## src/rtl/envelope_column_renderer.sv

```systemverilog
// ============================================================================
// envelope_column_renderer
// ----------------------------------------------------------------------------
// Walks the per-interval (max, min) envelope tables and turns each entry into
// one vertical bitmap column for the waveform display path.
//
// For each interval the block:
//   1. issues a one-cycle table read
//   2. captures the returned pair
//   3. maps both values to pixel rows
//   4. holds the column on a valid/ready port until it is accepted
//
// A pass is started by a single start pulse. Completion is signalled by a
// one-cycle done pulse.
//
// Optional build macro:
//   ENV_RENDER_FILL_EN
//     - defined   : every row between row(min) and row(max), inclusive, is set
//                   (filled bar)
//     - undefined : only row(min) and row(max) are set (outline)
//
// Ports:
//   clk        clock
//   reset      synchronous, active-high reset; also aborts a pass in flight
//   start      begin a render pass (sampled in IDLE only)
//   num_cols   columns to render, sampled with start; clipped to NUM_INTERVALS
//   busy       high while a pass is in progress, including the done cycle
//   done       one-cycle pulse at the end of a pass
//   rd_en      table read strobe (one cycle per interval)
//   rd_addr    interval index being read
//   rd_max     signed max entry; valid the cycle after rd_en
//   rd_min     signed min entry; valid the cycle after rd_en
//   col_valid  column data valid
//   col_ready  sink accepts the column
//   col_data   bitmap; bit r = pixel row r, with row 0 = most negative level
//   col_index  interval index of col_data
//   col_last   marks the final column of the pass
// ============================================================================
module envelope_column_renderer #(
    parameter int NUM_INTERVALS = 10,
    parameter int SAMPLE_W      = 32,
    parameter int ROWS          = 64
) (
    input  logic                       clk,
    input  logic                       reset,
    input  logic                       start,
    input  logic [15:0]                num_cols,
    output logic                       busy,
    output logic                       done,
    output logic                       rd_en,
    output logic [15:0]                rd_addr,
    input  logic signed [SAMPLE_W-1:0] rd_max,
    input  logic signed [SAMPLE_W-1:0] rd_min,
    output logic                       col_valid,
    input  logic                       col_ready,
    output logic [ROWS-1:0]            col_data,
    output logic [15:0]                col_index,
    output logic                       col_last
);

    localparam int ROW_W = $clog2(ROWS);

    typedef enum logic [2:0] {
        S_IDLE,
        S_FETCH,
        S_WAIT,
        S_SCALE,
        S_EMIT,
        S_FIN
    } state_t;

    state_t state_reg, state_next;

    logic [15:0] n_reg, n_next;
    logic [15:0] idx_reg, idx_next;
    logic [15:0] clip_n;

    // Only the top ROW_W bits of each entry select a row, so only those are
    // captured.
    logic [ROW_W-1:0] max_top_reg, min_top_reg;
    logic [ROW_W-1:0] row_max, row_min, row_lo, row_hi;
    logic [ROWS-1:0]  col_data_next;

    logic             col_valid_reg;
    logic [ROWS-1:0]  col_data_reg;
    logic [15:0]      col_index_reg;
    logic             col_last_reg;

    logic             handshake;

    // Entry bits below the row resolution have no effect on the column.
    logic unused_sample_bits;
    assign unused_sample_bits = ^{rd_max, rd_min};

    assign clip_n = (num_cols > 16'(NUM_INTERVALS)) ? 16'(NUM_INTERVALS)
                                                    : num_cols;
    assign handshake = col_valid_reg && col_ready;

    // ------------------------------------------------------------------
    // FSM state and pass counters
    // ------------------------------------------------------------------
    always_ff @(posedge clk) begin
        if (reset) begin
            state_reg <= S_IDLE;
            n_reg     <= '0;
            idx_reg   <= '0;
        end else begin
            state_reg <= state_next;
            n_reg     <= n_next;
            idx_reg   <= idx_next;
        end
    end

    always_comb begin
        state_next = state_reg;
        n_next     = n_reg;
        idx_next   = idx_reg;
        case (state_reg)
            S_IDLE: begin
                if (start) begin
                    n_next     = clip_n;
                    idx_next   = '0;
                    // An empty pass still reports completion, without reads.
                    state_next = (clip_n == 16'd0) ? S_FIN : S_FETCH;
                end
            end
            S_FETCH: state_next = S_WAIT;
            S_WAIT:  state_next = S_SCALE;
            S_SCALE: state_next = S_EMIT;
            S_EMIT: begin
                if (handshake) begin
                    if (col_last_reg) begin
                        state_next = S_FIN;
                    end else begin
                        idx_next   = idx_reg + 16'd1;
                        state_next = S_FETCH;
                    end
                end
            end
            S_FIN:   state_next = S_IDLE;
            default: state_next = S_IDLE;
        endcase
    end

    assign busy    = (state_reg != S_IDLE);
    assign done    = (state_reg == S_FIN);
    assign rd_en   = (state_reg == S_FETCH);
    assign rd_addr = idx_reg;

    // ------------------------------------------------------------------
    // Row mapping: the top ROW_W bits with the sign bit inverted give
    // offset binary, so the most negative value lands on row 0.
    // ------------------------------------------------------------------
    function automatic logic [ROW_W-1:0] to_row(input logic [ROW_W-1:0] top);
        to_row = top ^ (ROW_W'(1) << (ROW_W - 1));
    endfunction

    assign row_max = to_row(max_top_reg);
    assign row_min = to_row(min_top_reg);

    // A corrupt entry with min above max is rendered with the rows swapped.
    assign row_lo = (row_min > row_max) ? row_max : row_min;
    assign row_hi = (row_min > row_max) ? row_min : row_max;

    generate
        for (genvar gi = 0; gi < ROWS; gi++) begin : g_col_bit
            localparam logic [ROW_W-1:0] ROW_ID = ROW_W'(gi);
`ifdef ENV_RENDER_FILL_EN
            assign col_data_next[gi] = (ROW_ID >= row_lo) && (ROW_ID <= row_hi);
`else
            assign col_data_next[gi] = (ROW_ID == row_lo) || (ROW_ID == row_hi);
`endif
        end
    endgenerate

    // ------------------------------------------------------------------
    // Datapath: entry capture and the held column output
    // ------------------------------------------------------------------
    always_ff @(posedge clk) begin
        if (reset) begin
            max_top_reg   <= '0;
            min_top_reg   <= '0;
            col_valid_reg <= 1'b0;
            col_data_reg  <= '0;
            col_index_reg <= '0;
            col_last_reg  <= 1'b0;
        end else begin
            if (state_reg == S_WAIT) begin
                max_top_reg <= rd_max[SAMPLE_W-1 -: ROW_W];
                min_top_reg <= rd_min[SAMPLE_W-1 -: ROW_W];
            end
            if (state_reg == S_SCALE) begin
                col_data_reg  <= col_data_next;
                col_index_reg <= idx_reg;
                col_last_reg  <= (idx_reg == n_reg - 16'd1);
                col_valid_reg <= 1'b1;
            end else if ((state_reg == S_EMIT) && handshake) begin
                col_valid_reg <= 1'b0;
            end
        end
    end

    assign col_valid = col_valid_reg;
    assign col_data  = col_data_reg;
    assign col_index = col_index_reg;
    assign col_last  = col_last_reg;

endmodule

```

## config.mk

```make
export PLATFORM = sky130hd
export DESIGN_NAME = envelope_column_renderer
export DESIGN_NICKNAME = d
export VERILOG_FILES = /design/src/rtl/envelope_column_renderer.sv
export SDC_FILE = /design/constraint.sdc
export NUM_CORES = 1
export LEC_CHECK = 0
export CAP_MARGIN = 40
export CORE_UTILIZATION = 30
export CTS_BUF_LIST = sky130_fd_sc_hd__clkbuf_4
export DETAILED_ROUTE_END_ITERATION = 10
export GPL_TIMING_DRIVEN = 0
export RECOVER_POWER = 100
export SLEW_MARGIN = 20
export SYNTH_ARGS = -nofsm -noshare
export SYNTH_HDL_FRONTEND = slang
export SYNTH_SLANG_ARGS = --single-unit
```

## constraint.sdc

```tcl
create_clock -name clk -period 2.55 [get_ports clk]
set_clock_uncertainty 0.05 [all_clocks]
set_input_delay 0.765 -clock clk [delete_from_list [all_inputs] [get_ports clk]]
set_output_delay 0.765 -clock clk [all_outputs]
set_load 0.05 [all_outputs]
```

Yosys cells after proc, flatten, opt, wreduce, memory -nomap -nowiden
Cells that the tools add are included.

Register bits after elaboration: 129. Output and inout port bits: 101. Word-level logic and storage cells: 240. Bits of input ports: 84.

Order comparisons: 2. Bitwise operators: 2. Add/subtract/negate cells: 2. Multiplexer cells: 14. Equal/unequal tests: 135. Reduce and logical (&&, ||, !) cells: 76.

Operators by type and width (number): equality test 6 bit (first input constant) (64); equality test 5 x 6 -> 1 bit (first input constant) (32); equality test 4 x 6 -> 1 bit (first input constant) (16); logical OR 1 bit (64); two-way mux 16 bit (4); equality test 3 x 6 -> 1 bit (first input constant) (8); one-hot mux 16 bit (2 select lines) (1); equality test 2 x 6 -> 1 bit (first input constant) (4); adder 16 x 1 -> 16 bit (second input constant) (1); equality test 16 bit (1); > comparator 16 x 4 -> 1 bit (second input constant) (1); zero test 16 bit (1); subtractor 16 x 1 -> 16 bit (second input constant) (1); one-hot mux 3 bit (5 select lines) (1); equality test 1 x 6 -> 1 bit (first input constant) (2); zero test 6 bit (2); two-way mux 3 bit (4); two-way mux 6 bit (2); equality test 3 x 2 -> 1 bit (second input constant) (2); equality test 3 bit (second input constant) (2); > comparator 6 bit (1); != test 2 bit (second input constant) (3); AND reduction 2 bit (2); AND reduction 4 bit (1); other kinds (7) (11).

Depth between registers and ports, before layout
Gate-level depths: netlist (run 1).

Depth in word-level cells: 6. Mapped depth: 9. Depth with buffers taken out: 8.

Worst setup path before layout (run 1)
Ideal clock, no wire load.

Path type: register -> output. Start point: register state_reg[0]. End point: output port rd_en. Arrival: 1.765 ns. Path buffers: 1. Slack: -0.030 ns. Data required time: 1.735 ns. Stages on the path, launching flop included: 3. Cells stage by stage: dfxtp_1 -> clkbuf_1 -> nor3b_1.

Word-level cells in the longest chain between the ends: 1.

Ends and longest elaborated chain: start, declared (line 72) `state_t state_reg, state_next;`; start signal, assigned (line 108) `state_reg <= state_next;`; equality test 3 x 1 -> 1 bit (line 147) `assign rd_en = (state_reg == S_FETCH);`; end, declared (line 50) `output logic rd_en,`.

No other way between the ends.

Worst setup path in the final report (run 1)
Start point: register idx_reg[12], in the netlist rd_addr[12]. End point: output port rd_addr[12].

RTL lines: start, declared (line 75) `logic [15:0] idx_reg, idx_next;`; start signal, assigned (line 110) `idx_reg <= idx_next;`; end, declared (line 51) `output logic [15:0] rd_addr,`.

No word-level cell between the ends.

==> results of run 1 <==
[metrics by stage]
stage               power (mW)   TNS, ns  utilization  worst slack [ns]
floorplan                 2.74         0            -             0.350
detailed placement        3.02     -6.17        0.395            -0.461
global route              4.80  -0.00604        0.409          -0.00604
global placement          3.02     -6.42        0.395            -0.472
finish                    4.60         0        0.409            0.0724
CTS                       4.61    -0.360        0.406            -0.183
[worst paths after layout]
| check | endpoint | slack, ns |
|---|---|---|
| worst max-delay path | rd_addr[12] | 0.07 |
| worst min-delay path | col_index[10] | 0.41 |
| worst min register to register | col_index[10] | 0.41 |
| worst max register to register | col_last | 0.21 |
[per-layer routing]
metal | GRT usage | share of wire | routed length, µm | vias up
li1 | - | - | - | 2861
met1 | 0.265 | 0.47 | 8880 | 2658
met2 | 0.295 | 0.45 | 8550 | 199
met3 | 0.0472 | 0.058 | 1090 | 18
met4 | 0.0669 | 0.016 | 306 | 0
met5 | 0 | 0 | 0 | -
[cells by family after synthesis]
group / Yosys count / synth area share
AOI/OAI and AO/OA: 121 / 0.160
xor gates and xnor gates: 32 / 0.0484
adders and majority gates: 2 / 0.00432
buffers and inverters: 69 / 0.0447
DFF: 129 / 0.446
muxes: 8 / 0.0138
and+or+nand+nor: 352 / 0.283
[worst register-to-register path, delay by kind of cell (launching register included)]
kind	cells	cell delay, ns
flops	1	0.40
simple gates	2	1.07
compound gates	4	0.70
[report_power, final]
part / leakage [nW] / internal [mW] / switching, mW
clock: 0.169 / 0.789 / 0.841
combinational: 1.95 / 0.267 / 0.552
sequential: 1.04 / 2.09 / 0.0613
total: 3.16 / 3.14 / 1.45
[cell usage in the layout, fill, tap and decap left out, types with 4 or more instances in the layout]
cell type	synthesis	routed
nand4_1	5	5
xnor2_1	14	14
nor2b_1	7	6
nand2_1	51	51
bufinv_16	0	4
inv_6	0	5
inv_1	13	13
clkbuf_4	0	18
clkbuf_1	51	45
xor2_1	18	18
buf_1	5	5
nand3_1	9	9
a22oi_1	4	4
nor2_1	137	137
a21oi_1	28	28
clkdlybuf4s50_1	0	30
and2_1	16	14
nand2b_1	9	9
and3_1	5	5
nor4_1	8	8
nor3_1	88	86
clkbuf_2	0	5
or3_1	4	4
mux2i_1	8	8
dfxtp_1	129	128
a221oi_1	66	66
dlygate4sd2_1	0	88
[layout make-up]
cell class                      instances  area (µm²)
Sequential cell                       129        2580
Antenna cell                            1        2.50
Fill cell                            1998       11100
Clock buffer                           17         128
Tap cell                              260         325
Clock inverter                         15         204
Inverter                               13        48.8
Multi-Input combinational cell        515        3000
Buffer                                 53         205
Timing Repair Buffer                  133        1200
[what timing repair did]
item | 4_1_cts | 5_1_grt
setup endpoints to repair | 108 | 18
pin swaps | 0 | 3
resized for setup | 112 | 36
setup buffers | 0 | 2
==> run metrics, run 1 <==
status=finished, final reports clean; fin crit share=0.972; worst path arrival time=between 1.5 and 2 ns; Top delay family on crit path=buffers and inverters; post-synth top area cell=dfxtp_1; H-tree levels=4; via/cell ratio=between 5 and 6; Total GRT Usage=0.193; Distinct cells, synth=between 40 and 50; Hold Path Class=register to register; total grt overflow=0; Post-synth EDFFs=0; max-cap violations=0; Setup Viol. Count Final=0; die outline width=roughly 140 µm; Cell Rows=50; R2R Path Start=n_reg[5]; Tmin final=2.48 ns; LEAKAGE=about 3.2 nW; dpl cells=roughly 1.1k; Worst Path Max Fanout=5; dpl hpwl=around 14 mm; Layout Area Growth over Synthesis=32.8%; Top FF cell, synth=dfxtp_1; Synth top area share=0.446; Clock Path Buffers=2; router iterations before antenna repair=7; RSZ-0062 raised after global routing=true; Max-slew headroom=0.509; Post-Route WL=between 15 and 20 mm; Clock Tree Root=clkbuf_4; global-route wire length before repair=between 20 and 30 mm; CTS tree=built; kind of end point of the critical path=output port; Pwr per Cell Area=around 600 nW/µm²; number of synthesized register bits=about 130; crit path kind=register to output port; fin area=slightly below 8000 µm²; ranking of synthesized cells by area=dfxtp_1, a221oi_1, nor2_1, nor3_1, clkbuf_1; Non-Filler Instances=roughly 1.1k; worst path bufs/invs=1; max incr delay on CP=about 0.58 ns; cts bufs inserted=17; antenna violations before repair=1; register area share after synthesis=0.446; Achievable Freq=between 0.4 and 0.5 GHz; hold_sp=col_index[10]; vias in the first global route=about 5.3k; IR drop worst, VDD=between 0.3 and 0.4 mV; Mapped Cells=a little over 700; placer congestion estimate=roughly 0.95; Worst EP required=around 1.7 ns; share of cells above drive strength 1=0.0629; crit path launch type=register; synthesized area=5800 µm²; syn_area_per_cell=between 8 and 9 µm²; IO Count=185; DRC=0; Mapped Nets=approximately 800; R2R depth=6; Final Hold Fails=0; Initial Util=0.308; routed vias=between 5k and 6k; WL/cell=roughly 17 µm; DP Area=approximately 7400 µm²; max FFs per register=between 60 and 70; Clk Latency, worst-skew pair=approximately 0.56 ns; Worst-path clk slew=~0.14 ns; Die Y=141 µm; commonest cells in the netlist=nor2_1, dfxtp_1, nor3_1; core area=18800 µm²; Detailed Route Iter0 Violations=478; Die Area=19900 µm²; CP cell instances=dlygate4sd2_1; count leader, synth=nor2_1; CTS Sinks=129; nets@finish=approximately 950; Slew Viols, Final=0; I/O Buffers=approximately 130; Synth async-reset ratio=0; Worst-Margin Slew=between 0.7 and 0.8 ns; final hold slack=just over 0.4 ns; WP depth=1; final antenna-violating net count=0; critical path's slowest cell=dlygate4sd2_1; Critical Path Source=rd_addr[12]; hold buffers post-CTS=0; Hold Crit Depth=2; Syn. warnings=0; pin count of the biggest net entering global routing=17
Note: power is estimated with default switching activity, not from simulation.
==> run 2, diff against run 1 <==
--- a/config.mk
+++ b/config.mk
@@ -6,10 +6,13 @@
 export NUM_CORES = 1
 export LEC_CHECK = 0
 export CAP_MARGIN = 40
-export CORE_UTILIZATION = 30
+export CELL_PAD_IN_SITES_DETAIL_PLACEMENT = 2
+export CELL_PAD_IN_SITES_GLOBAL_PLACEMENT = 2
+export CORE_UTILIZATION = 27
 export CTS_BUF_LIST = sky130_fd_sc_hd__clkbuf_4
 export DETAILED_ROUTE_END_ITERATION = 10
 export GPL_TIMING_DRIVEN = 0
+export PLACE_DENSITY_LB_ADDON = 0.1
 export RECOVER_POWER = 100
 export SLEW_MARGIN = 20
 export SYNTH_ARGS = -nofsm -noshare
==> run metrics, run 2 (same netlist as run 1, synthesis figures left out) <==
status=finished, final reports clean; IO Count=185 (unchanged); CP cell instances=dlygate4sd2_1; Setup Viol. Count Final=0 (unchanged); Top delay family on crit path=buffers and inverters; fin crit share=0.969 (-0.00231); die outline width=149 µm (+5.3%); Worst-Margin Slew=0.821 ns (+0.0834 ns); Layout Area Growth over Synthesis=35.2%; total grt overflow=0 (unchanged); core area=21000 µm² (+12%); router iterations before antenna repair=6 (-1); reg-to-reg endpoint=col_last; CTS tree=built; worst path bufs/invs=1 (unchanged); crit path launch type=register; Slew Viols, Final=0 (unchanged); Fillers=2435 (+22%); crit path kind=register to output port; fin area=7830 µm² (+1.8%); Total GRT Usage=0.220 (+0.0269); Sequential Area=2590 µm² (+0.24%); cts bufs inserted=17 (unchanged); nets@finish=948 (unchanged); most frequent cells in the layout=nor2_1, dfxtp_1, dlygate4sd2_1; hold_sp=col_index[11]; Clk Latency, worst-skew pair=0.56 ns (about the same); Detailed Route Iter0 Violations=379 (-21%); via/cell ratio=5.24 (+3.8%); Non-Filler Instances=1151 (+1.3%); Clock Tree Root=clkbuf_4; pin count of the biggest net entering global routing=17 (unchanged); Post-Route WL=23.6 mm (+25%); Clock Path Buffers=2 (unchanged); placer congestion estimate=0.837 (-12%); LEAKAGE=3.16 nW (about the same); Final Hold Fails=0 (unchanged); routed vias=6030 (+5.1%); Achievable Freq=0.405 GHz (+0.24%); Hold Path Class=register to register; kind of end point of the critical path=output port; Tmin final=2.47 ns (-0.00589 ns); hold buffers post-CTS=0 (unchanged); share of cells above drive strength 1=0.0697 (+0.00686); IR drop worst, VDD=0.233 mV (-23%); dpl cells=1119 (+1.4%); global-route wire length before repair=36.5 mm (+25%); H-tree levels=4 (unchanged); Worst EP required=1.74 ns (about the same); WL/cell=20.5 µm (+24%); Worst Hold Endpoint=col_index[11]; dpl hpwl=18.3 mm (+29%); DRC=0 (unchanged); I/O Buffers=131 (unchanged); multi-input logic area=3040 µm² (+1.3%); most common cell after layout, fill and taps aside=nor2_1; vias in the first global route=6191 (+16%); CTS Sinks=129 (unchanged); max incr delay on CP=0.57 ns (about the same); Initial Util=0.276 (-0.0321); DP Area=7460 µm² (+0.25%); Die Area=22100 µm² (+11%); Hold Crit Depth=2 (unchanged); Worst Path Max Fanout=6 (+1); Reg2Reg Setup Slack=0.15 ns (-0.06 ns); Die Y=149 µm (+5.3%); R2R depth=6 (unchanged); final antenna-violating net count=0 (unchanged); R2R Path Start=n_reg[5]; Cell Rows=53 (+6.0%); Max-slew headroom=0.448 (-0.0606); max-cap violations=0 (unchanged); worst path arrival time=1.66 ns (about the same); critical path's slowest cell=dlygate4sd2_1; antenna violations before repair=1 (unchanged); Pwr per Cell Area=633 nW/µm² (+6.1%); max FFs per register=64 (unchanged); Worst-path clk slew=0.12 ns (-0.02 ns)
-- run 2: cell types whose count changed in the layout (fill, tap and decap cells not counted), sizes merged, moves of 3 or more --
cell,change
bufinv,+3
dlymetal6s2s,-3
inv,-3
dlygate4sd2,+4
-- run 2: what timing repair did --
item	CTS	global route
endpoints found under the setup margin	179	8
setup buffers	0	2
endpoints found under the hold margin	0	0
gates resized for setup	133	24
pin swaps	2	6
cloned	0	0
-- run 2: per-layer routing --
layer  part of all wire  vias up  GRT usage  wire length, µm
met1               0.50     2979      0.320            11800
li1                   -     2854          -                -
met3              0.039       32     0.0337              911
met5                  0        -          0                0
met2               0.44      165      0.333            10400
met4              0.017        0     0.0634              393
-- run 2: worst max-delay path by stage --
| stage | start | end | slack, ns | cells past startpoint |
|---|---|---|---|---|
| 6_report | rd_addr[4] | rd_addr[4] | 0.08 | 1 |
| 3_5_place_dp | col_ready | rd_addr[13] | -0.68 | 8 |
| 3_3_place_gp | col_ready | rd_addr[13] | -0.55 | 8 |
| 4_1_cts | col_index[12] | col_index[12] | 0.005 | 1 |
| 5_1_grt | n_reg[2] | col_last | -0.0004 | 6 |
| 2_1_floorplan | col_ready | rd_addr[13] | 0.35 | 7 |
-- run 2: cell type report --
class | instances | share of cell area
Timing Repair Buffer | 133 | 0.153
Buffer | 53 | 0.0268
Clock buffer | 18 | 0.0172
Sequential cell | 129 | 0.331
Multi-Input combinational cell | 515 | 0.388
Tap cell | 275 | 0.0439
Antenna cell | 1 | 0.000319
Clock inverter | 14 | 0.0331
Inverter | 13 | 0.00623
-- run 2: metrics by stage --
step           power [mW]  hold WS [ns]  utilization  setup slack [ns]    TNS, ns
2_1_floorplan        2.74         0.400            -             0.350          0
5_1_grt              5.19         0.434        0.373         -0.000433  -0.000433
4_1_cts              4.98         0.416        0.369           0.00536          0
3_5_place_dp         3.07         0.401        0.355            -0.676     -11.52
6_report             4.96         0.411        0.373            0.0783          0
3_3_place_gp         3.04         0.395        0.355            -0.548      -8.19
-- run 2: power by group --
group | switching, mW | leakage, nW | internal, mW
sequential | 0.0679 | 1.05 | 2.09
clock | 0.854 | 0.208 | 1.09
combinational | 0.590 | 1.91 | 0.276
total | 1.51 | 3.16 | 3.45
-- run 2: worst min-delay path, delay by kind of cell (launching register included) --
family	cells	cell delay (ns)
flops	1	0.32
compound gates	1	0.05
simple gates	1	0.05
